===== src/rtl/sdram_image_writer.sv =====
// Write side of the video SDRAM image store: buffers loader words in a small FIFO
// and issues single-word SDRAM writes at sequential addresses from a base.
module sdram_image_writer #(
    parameter int FIFO_DEPTH  = 16,
    parameter int COUNT_WIDTH = 20
) (
    input  logic                   clk_sys_99_287,
    input  logic                   reset_n,
    input  logic                   start,
    input  logic [24:0]            base_addr,
    input  logic                   in_wr,
    input  logic [15:0]            in_data,
    input  logic                   in_last,
    output logic                   in_ready,
    output logic                   busy,
    output logic                   done,
    output logic [COUNT_WIDTH-1:0] word_count,
    output logic                   overflow,
    output logic                   sd_wr,
    output logic [24:0]            sd_wr_addr,
    output logic [15:0]            sd_wr_data,
    input  logic                   sd_wr_ack
);
    localparam int AW = $clog2(FIFO_DEPTH);
    localparam logic [AW:0] PTR_ONE = (AW+1)'(1);

    typedef enum logic [1:0] {IDLE, WRITE, DONE} state_t;

    state_t      state_q, state_d;
    logic [16:0] fifo_mem [FIFO_DEPTH];
    logic [AW:0] wr_ptr, rd_ptr;
    logic        fifo_empty, fifo_full;
    logic [16:0] head;
    logic        armed;
    logic [24:0] next_addr;
    logic        cur_last;
    logic        push, pop, ack_fire;
    logic [AW-1:0] wr_idx;

    assign fifo_empty = (wr_ptr == rd_ptr);
    assign fifo_full  = (wr_ptr[AW] != rd_ptr[AW]) && (wr_ptr[AW-1:0] == rd_ptr[AW-1:0]);
    assign head       = fifo_mem[rd_ptr[AW-1:0]];

    assign in_ready = armed & ~fifo_full;
    // A start flushes the FIFO, so a word arriving with it always fits as the first entry.
    assign push     = in_wr & (start | in_ready);
    assign wr_idx   = start ? '0 : wr_ptr[AW-1:0];
    assign ack_fire = (state_q == WRITE) & sd_wr_ack;

    assign sd_wr = (state_q == WRITE);
    assign done  = (state_q == DONE);
    assign busy  = armed | ~fifo_empty | (state_q != IDLE);

    always_comb begin
        state_d = state_q;
        pop     = 1'b0;
        if (start) begin
            state_d = IDLE;
        end else begin
            unique case (state_q)
                IDLE: begin
                    if (!fifo_empty) begin
                        pop     = 1'b1;
                        state_d = WRITE;
                    end
                end
                WRITE: begin
                    if (sd_wr_ack) begin
                        if (cur_last) begin
                            state_d = DONE;
                        end else if (!fifo_empty) begin
                            pop = 1'b1;
                        end else begin
                            state_d = IDLE;
                        end
                    end
                end
                DONE:    state_d = IDLE;
                default: state_d = IDLE;
            endcase
        end
    end

    always_ff @(posedge clk_sys_99_287 or negedge reset_n) begin
        if (!reset_n) state_q <= IDLE;
        else          state_q <= state_d;
    end

    always_ff @(posedge clk_sys_99_287) begin
        if (push) fifo_mem[wr_idx] <= {in_last, in_data};
    end

    always_ff @(posedge clk_sys_99_287 or negedge reset_n) begin
        if (!reset_n) begin
            wr_ptr <= '0;
            rd_ptr <= '0;
        end else if (start) begin
            rd_ptr <= '0;
            wr_ptr <= push ? PTR_ONE : '0;
        end else begin
            if (pop)  rd_ptr <= rd_ptr + PTR_ONE;
            if (push) wr_ptr <= wr_ptr + PTR_ONE;
        end
    end

    always_ff @(posedge clk_sys_99_287 or negedge reset_n) begin
        if (!reset_n) begin
            armed      <= 1'b0;
            overflow   <= 1'b0;
            next_addr  <= '0;
            word_count <= '0;
        end else if (start) begin
            armed      <= ~(in_wr & in_last);
            overflow   <= 1'b0;
            next_addr  <= base_addr;
            word_count <= '0;
        end else begin
            if (push && in_last)              armed    <= 1'b0;
            if (in_wr && armed && fifo_full)  overflow <= 1'b1;
            if (ack_fire) begin
                next_addr  <= next_addr + 25'd1;
                word_count <= word_count + COUNT_WIDTH'(1);
            end
        end
    end

    // The address of a word popped on an ack edge is the one after the word being acked.
    always_ff @(posedge clk_sys_99_287 or negedge reset_n) begin
        if (!reset_n) begin
            sd_wr_addr <= '0;
            sd_wr_data <= '0;
            cur_last   <= 1'b0;
        end else if (pop) begin
            sd_wr_addr <= ack_fire ? next_addr + 25'd1 : next_addr;
            sd_wr_data <= head[15:0];
            cur_last   <= head[16];
        end
    end
endmodule


===== config.mk =====
export PLATFORM = sky130hd
export DESIGN_NAME = sdram_image_writer
export DESIGN_NICKNAME = d
export VERILOG_FILES = /design/src/rtl/sdram_image_writer.sv
export SDC_FILE = /design/constraint.sdc
export NUM_CORES = 1
export LEC_CHECK = 0
export ABC_AREA = 1
export BUFFER_PORTS_ARGS = -buffer_cell sky130_fd_sc_hd__buf_2
export CORE_UTILIZATION = 53
export CTS_CLUSTER_DIAMETER = 30
export DETAILED_ROUTE_END_ITERATION = 10
export PLACE_DENSITY = 0.71
export SLEW_MARGIN = 10
export SYNTH_ARGS = -nofsm -noshare
export SYNTH_HDL_FRONTEND = slang
export SYNTH_SLANG_ARGS = --single-unit

===== constraint.sdc =====
create_clock -name clk_sys_99_287 -period 3.8 [get_ports clk_sys_99_287]
set_input_delay 0.38 -clock clk_sys_99_287 [delete_from_list [all_inputs] [get_ports clk_sys_99_287]]
set_output_delay 0.38 -clock clk_sys_99_287 [all_outputs]
set_load 0.01 [all_outputs]

After elaboration in Yosys (flattened, before gate mapping)
Memories as Yosys holds them, arrays and structs flattened. A register that Yosys moved wholly into a read port is not among the register bits.
Index checks and enable logic that the tools add are counted.
- muxes and demuxes: 27
- bitwise operators: 10
- reductions and logical operators: 13
- equality and inequality tests: 8
- add/sub/neg operators: 4
- operator list (operator ; number):
    25-bit two-way mux ; 2
    20-bit two-way mux ; 2
    25-bit by 1-bit adder with 25-bit output, second input constant ; 1
    20-bit by 1-bit adder with 20-bit output, second input constant ; 1
    5-bit two-way mux ; 4
    2-bit nonzero test ; 6
    1-bit two-way mux ; 11
    5-bit by 1-bit adder with 5-bit output, second input constant ; 2
    2-bit two-way mux ; 5
    5-bit == test ; 1
    1-bit AND ; 4
    4-bit == test ; 1
    1-bit logical AND ; 4
    4-bit two-way mux ; 1
    4-bit by 2-bit inequality test with 1-bit output, second input constant ; 1
    2-bit one-hot mux with 2 select lines ; 1
    3-bit by 2-bit inequality test with 1-bit output, second input constant ; 1
    3-bit inequality test, second input constant ; 1
    1-bit NOT ; 3
    1-bit OR ; 3
    3-bit AND reduction ; 1
    2-bit by 1-bit == test with 1-bit output, second input constant ; 1
    2-bit == test, second input constant ; 1
    2-bit zero test ; 1
    3 further kinds ; 3
- register bits after elaboration: 84
- RAM bits: 272
- input bits: 47
- logic and storage cells: 71
- output and inout port bits: 66
- memories: 1
- memory list (memory ; depth ; width ; rd ports ; clocked after memory_dff ; write ports ; line ; RTL):
    fifo_mem ; 16 ; 17 ; 1 ; 1 ; 1 ; 30 ; logic [16:0] fifo_mem [FIFO_DEPTH];

Longest topological paths before layout
Gate-level depths: netlist (run 1).
- depth after elaboration: 9
- depth in mapped cells: 12
- depth with buffers taken out: 11

Worst setup path after synthesis (run 1)
Ideal clock, no wire load.
- path kind: reg2reg
- start: register rd_ptr[0]
- end: memory fifo_mem[6][0] (enable)
- buffers on the path: 2
- setup time: 413 ps
- period minus slack after synthesis: 2817 ps
- required time: 3387 ps
- stages on the path, launching flop included: 8
- arrival time: 2404 ps
- slack: 983 ps
- cells stage by stage: dfrtp_1 buf_4 xor2_1 nor2_2 nand4_1 nand2_1 buf_2 nor3_1
- longest elaborated chain between the ends: 8
- ends and longest elaborated chain (item ; line ; RTL):
    from (decl) ; 31 ; logic [AW:0] wr_ptr, rd_ptr;
    from (signal assigned) ; 101 ; if (pop) rd_ptr <= rd_ptr + PTR_ONE;
    4-bit == test ; 41 ; assign fifo_full = (wr_ptr[AW] != rd_ptr[AW]) && (wr_ptr[AW-1:0] == rd_ptr[AW-1:0]);
    1-bit logical AND ; 41 ;
    1-bit NOT ; 44 ; assign in_ready = armed & ~fifo_full;
    1-bit AND ; 44 ;
    1-bit OR ; 46 ; assign push = in_wr & (start | in_ready);
    1-bit AND ; 46 ;
    1-bit two-way mux ; 90 ; if (push) fifo_mem[wr_idx] <= {in_last, in_data};
    1-bit two-way mux (implied by the code) ; 90 ;
    to (decl) ; 30 ;
No other way between the ends.

Worst setup path after layout (run 1)
- start: register rd_ptr[0]
- end: register sd_wr_data[0] (read register of fifo_mem)
- longest elaborated chain between the ends: 6
- ends and longest elaborated chain (item ; line ; RTL):
    5-bit == test ; 40 ; assign fifo_empty = (wr_ptr == rd_ptr);
    1-bit two-way mux ; 62, 71 ;
    1-bit two-way mux ; 69 ; if (cur_last) begin
    1-bit two-way mux ; 68 ; if (sd_wr_ack) begin
    1-bit one-hot mux with 2 select lines ; 60 ; unique case (state_q)
    1-bit two-way mux ; 57 ; if (start) begin
    to (decl) ; 21 ; output logic [15:0] sd_wr_data,
Several ways; a longest one is shown, not always the timed one.
A chain may end at the register's enable or synchronous reset.

==> results of run 1 <==
[cell families (layout without fill, tap and decap cells)]
logic type               after synthesis  after routing
AO/OA/AOI/OAI                        254            254
XOR/XNOR                              27             27
adder cells (fa/ha/maj)                4              4
buffers and inverters                164            355
flip-flops                           373            373
AND/OR/NAND/NOR                      754            754
[layout make-up]
| class | instances | area, sq um | share of cell area [%] |
|---|---|---|---|
| Clock inverter | 51 | 694.4 | 3.545 |
| Multi-Input combinational cell | 1039 | 4781 | 24.41 |
| Clock buffer | 75 | 1790 | 9.141 |
| Tap cell | 390 | 488.0 | 2.491 |
| Sequential cell | 373 | 10700 | 54.64 |
| Timing Repair Buffer | 141 | 795.8 | 4.063 |
| Inverter | 88 | 334.1 | 1.706 |
[sequential cells by signal (all words and copies together), names as in the netlist, 2 cells and up]
name,count
fifo_mem,272
next_addr,25
rd_ptr,5
sd_wr_addr,25
sd_wr_data,16
state_q,2
word_count,20
wr_ptr,5
[synth_stat cells (all sizes together)]
cell / n
o211ai: 34
nand4: 17
buf: 39
nand3b: 1
edfxtp: 272
nor2: 255
o22ai: 17
o21bai: 1
o21ai: 192
nor3: 27
clkinv: 3
inv: 85
a31oi: 2
xor2: 20
a21oi: 8
or2: 1
nand3: 66
nor3b: 1
ha: 4
xnor2: 7
nand2: 385
nor4: 1
clkbuf: 37
dfrtp: 101
[metal layers]
metal  share of wire, %  vias to the layer above
met2                 48                      506
met1                 42                     5782
met4                2.3                        0
met5                  0                        -
met3                7.8                       72
li1                   -                     5652
[final timing paths]
kind,to,cells past startpoint
max,sd_wr_data[0],9
min,next_addr[19],3
max reg2reg,sd_wr_data[0],9
min reg2reg,sd_wr_data[5],2
max in group asynchronous,sd_wr_data[14],3
min in group asynchronous,word_count[19],2
[worst reg2reg max path, cell delays in order, from the launching register on]
cell,delay (ns)
dfrtp_4,0.57
clkinv_2,0.75
o21ai_0,0.61
o22ai_1,0.19
nand2_1,0.09
nand2_1,0.08
inv_1,0.13
nand2_1,0.08
nand2_1,0.07
nand2_1,0.08
[through the flow]
stage          cells  area (sq um)  worst slack [ns]
6_report        2157         19590             1.042
5_1_grt         2157         19590            0.8251
4_1_cts         2157         19590             1.025
3_5_place_dp    2030         17090             1.082
3_3_place_gp    2030         17090             1.112
2_1_floorplan   1576         16110            0.9830
[power by group]
part	internal, mW	leakage (nW)	switching, mW
sequential	4.69	3.75	0.221
clock	4.33	1.18	2.13
combinational	0.890	2.99	2.03
==> impl_metrics.json, run 1 <==
{
  "status": "completed",
  "synthesis.area_sq_um": 16110,
  "gp_congestion": 0.8925,
  "fill_cells": 2262,
  "endpoint_kind": "flop",
  "cts_root_buf": "clkbuf_16",
  "yosys.area.top_type": "edfxtp_1",
  "max_freq_mhz": 362.6,
  "synth_top_area_share_pct": 50.71,
  "setup_viol": 0,
  "critPathMaxStageDelay_ns": 0.74,
  "synth-compound-area-share_pct": 8.584,
  "reg2reg_slack_ns": 1.04,
  "use_met2_pct": 43.59,
  "synth-xor-area-share_pct": 1.468,
  "final_cell_mix": "nand2_1 (385), edfxtp_1 (272), nor2_1 (252)",
  "cts.sinks": 373,
  "synthAdderAreaFrac_pct": 0.3107,
  "drive_above_1_share_pct": 16.19,
  "layout.nets": 1763,
  "cts_buffer_depth": 3,
  "htree_levels": 3,
  "cp.required_ns": 4.25,
  "cp_num_buf_inv": 2,
  "cts_resized": 0,
  "worstMarginPinSlew_ns": 0.8829,
  "wl_per_cell_microns": 18.99,
  "tns_ns": 0,
  "min_from": "base_addr[19]",
  "vias": 12010,
  "area_growth_pct": 21.60,
  "r2r-start": "rd_ptr[0]",
  "clock_skew_ns": 0.02006,
  "cts-buffers-inserted": 69,
  "rows": 63,
  "synthTopCellsByArea": "edfxtp_1 (51%), dfrtp_1 (16%), nand2_1 (9.0%)",
  "routed_via_density": 5.569,
  "max_slew_margin_pct": 41.07,
  "drt_pass1_iterations": 7,
  "dp_hpwl_mm": 24.66,
  "overflow": 0,
  "period_minus_slack_ns": 2.758,
  "start_util_pct": 54.06,
  "fin_hold_ws_ns": 0.02081,
  "total_power_mw": 14.30,
  "fp.dieArea_sq_um": 31090,
  "clk_latency_ns": 0.57,
  "crit_family": "buffers and inverters",
  "utilization_pct": 65.73,
  "peakVddDrop_uv": 462.7,
  "fin_crit_sh_pct": 72.57,
  "ys_ff_latch": 373,
  "report.final.slew_viol_count": 0,
  "leakagePower_nw": 7.916,
  "clkTransAtPathRegs_ns": 0.05,
  "path_cells": "clkinv_2 -> o21ai_0 -> o22ai_1 -> nand2_1 -> nand2_1 -> inv_1 -> nand2_1 -> nand2_1 -> nand2_1",
  "yosysSeqAreaShare_pct": 66.40,
  "synth_simple_gate_area_share_pct": 18.82,
  "crit_arrival_ns": 3.21,
  "syn_area_per_cell_sq_um": 10.22,
  "start_kind": "flop",
  "final_common_cell": "nand2_1",
  "grt_pass1_vias": 11740,
  "use_met1_pct": 36.67,
  "boundaryPins": 113,
  "hold_path.class": "in -> reg",
  "rsz0062_at_grt": "no",
  "antenna_found_initial": 0,
  "grt_pass1_wl_mm": 63.74,
  "cp_max_fo": 68,
  "drt_iter0_markers": 1261,
  "cts_hold_buf": 1,
  "power_density_nw_per_um2": 730.1,
  "final_hold_viol_count": 0,
  "cts_tree": "done",
  "syn_nets": 1627,
  "grt_usage_pct": 26.99,
  "crit_slowest_cell": "clkinv_2",
  "synthMuxAreaShare_pct": 0,
  "drc": 0,
  "design.core.area_sq_um": 29800,
  "yosys_warnings": 0,
  "busiest_layer": "met2",
  "max_cap_violations": 0,
  "synth_top_family_by_area": "simple AND/OR/NAND/NOR gates",
  "grtUsageMet3_pct": 4.802,
  "setup.worst_path.start": "rd_ptr[0]",
  "die_h_microns": 176.3,
  "synth_cells": 1576,
  "cts_setup_buffers": 0,
  "drt-total-wl_mm": 40.96,
  "grt_max_degree": 88,
  "die_w_microns": 176.3,
  "critPathKind": "reg -> reg",
  "antenna_left": 0,
  "port_buffers": 112,
  "diodes": 0,
  "crit_top_cell": "nand2_1",
  "synth_cell_types": 34
}
Note: power is estimated with default switching activity, not from simulation.
==> run 2: changes to the inputs <==
Settings changed: PLACE_DENSITY 0.71 to 0.74.
Clock period 3.8 ns to 2.3 ns, I/O delays scaled along.
==> impl_metrics.json, run 2 (synthesis results as in run 1) <==
{
  "cts.sinks": 373,
  "max_slew_margin_pct": 48.38,
  "die_w_microns": 176.3,
  "grt_pass1_vias": 12380,
  "cts_root_buf": "clkbuf_16",
  "clkTransAtPathRegs_ns": 0.04,
  "antenna_left": 0,
  "top_layer": "met5",
  "status": "completed",
  "cts_setup_buffers": 0,
  "power_density_nw_per_um2": 1175,
  "rows": 63,
  "cp.required_ns": 2.07,
  "grt_usage_pct": 26.27,
  "overflow": 0,
  "cp_max_fo": 6,
  "design.core.area_sq_um": 29800,
  "boundaryPins": 113,
  "max_freq_mhz": 466.7,
  "max_cap_violations": 0,
  "drc": 0,
  "htree_levels": 3,
  "setup_viol": 0,
  "crit_slowest_cell": "dfrtp_1",
  "port_buffers": 112,
  "peakVddDrop_uv": 713.0,
  "drt_iter0_markers": 1236,
  "vias": 12280,
  "critPathMaxStageDelay_ns": 0.45,
  "gp_congestion": 0.8996,
  "top_regs": "fifo_mem x272, next_addr x25, sd_wr_addr x25",
  "wl_met2_mm": 19.42,
  "clk_latency_ns": 0.56,
  "drt_pass1_iterations": 5,
  "wl_met3_mm": 2.746,
  "grt_max_degree": 119,
  "grt_pass1_wl_mm": 63.31,
  "routed_via_density": 5.565,
  "wl_per_cell_microns": 17.94,
  "crit_arrival_ns": 1.91,
  "area_growth_pct": 24.49,
  "top_register": "fifo_mem",
  "place_inst": 2052,
  "start_util_pct": 54.06,
  "fin_crit_sh_pct": 93.16,
  "leakagePower_nw": 8.167,
  "layout.nets": 1814,
  "diodes": 0,
  "endpoint_kind": "primary output",
  "die_h_microns": 176.3,
  "drt-total-wl_mm": 39.59,
  "dp_hpwl_mm": 24.86,
  "rsz0062_at_grt": "no",
  "tns_ns": 0,
  "fp.dieArea_sq_um": 31090,
  "cts-buffers-inserted": 72,
  "hold_path.class": "in -> reg",
  "report.final.slew_viol_count": 0,
  "period_minus_slack_ns": 2.143,
  "antenna_found_initial": 1,
  "path_cells": "xor2_1 -> nor2_1 -> nand3_1 -> nand2_1 -> inv_1 -> buf_2",
  "start_kind": "flop",
  "wl_met1_mm": 16.49,
  "clock_skew_ns": 0.01616,
  "instances_no_fill": 2207,
  "final_cell_mix": "nand2_1 (385), edfxtp_1 (272), nor2_1 (252)",
  "drive_above_1_share_pct": 16.62,
  "cts_buffer_depth": 3,
  "final_common_cell": "nand2_1",
  "final_hold_viol_count": 0,
  "largest_reg_flops": 272,
  "fin_hold_ws_ns": 0.05869,
  "cts_tree": "done",
  "critPathKind": "reg -> out",
  "worstMarginPinSlew_ns": 0.7743
}
==> run 2: repair_timing <==
action | 4_1_cts | 5_1_grt
resized for setup | 0 | 0
hold endpoints to repair | 69 | 0
setup endpoints to repair | 0 | 0
hold buffers | 27 | 0
==> run 2: final timing paths <==
path                                start  depth (start not counted)        endpoint  slack, ns
setup / recovery                wr_ptr[2]                          6        in_ready       0.16
hold / removal                      start                          2   word_count[0]       0.06
setup reg to reg                rd_ptr[1]                         12   sd_wr_data[4]       0.27
hold reg to reg            sd_wr_addr[16]                          2  sd_wr_addr[16]       0.48
max in group asynchronous         reset_n                          3       rd_ptr[1]       1.35
min in group asynchronous         reset_n                          2   sd_wr_addr[0]       0.27
==> run 2: final cells by class <==
class,count,area [sq um]
clock buffer,85,1891
clock inverter,43,560.5
fill,2177,9746
inverter,88,334.1
multi-input combinational,1039,4781
sequential,373,10700
tap,390,488.0
timing repair buffer,189,1296
==> run 2: layer usage <==
metal / track usage [%] / up-vias
met5: 0 / -
met4: 9.964 / 2
met3: 4.673 / 76
met2: 44.24 / 516
met1: 33.95 / 5936
li1: - / 5752
==> run 2: stage by stage <==
| step | total power, mW | setup slack (ns) | util [%] | cell area, sq um |
|---|---|---|---|---|
| 2_1_floorplan | 11.44 | -0.5170 | - | 16120 |
| 3_3_place_gp | 12.91 | 0.3618 | 58.16 | 17330 |
| 3_5_place_dp | 13.06 | 0.2960 | 58.16 | 17330 |
| 4_1_cts | 23.63 | 0.1484 | 67.29 | 20050 |
| 5_1_grt | 24.61 | 0.05174 | 67.29 | 20050 |
| 6_report | 23.56 | 0.1572 | 67.29 | 20050 |
==> run 2: critical path, delay by kind of cell (launching register included) <==
family                 cells  cell delay (ns)
AND/OR/NAND/NOR            3             0.58
flip-flops                 1             0.45
buffers and inverters      2             0.18
XOR/XNOR                   1             0.17
==> run 2: power by group <==
group	internal, mW	total (mW)	switching, mW
logic	1.59	4.97	3.39
clock network	7.19	10.5	3.29
registers	7.76	8.11	0.354
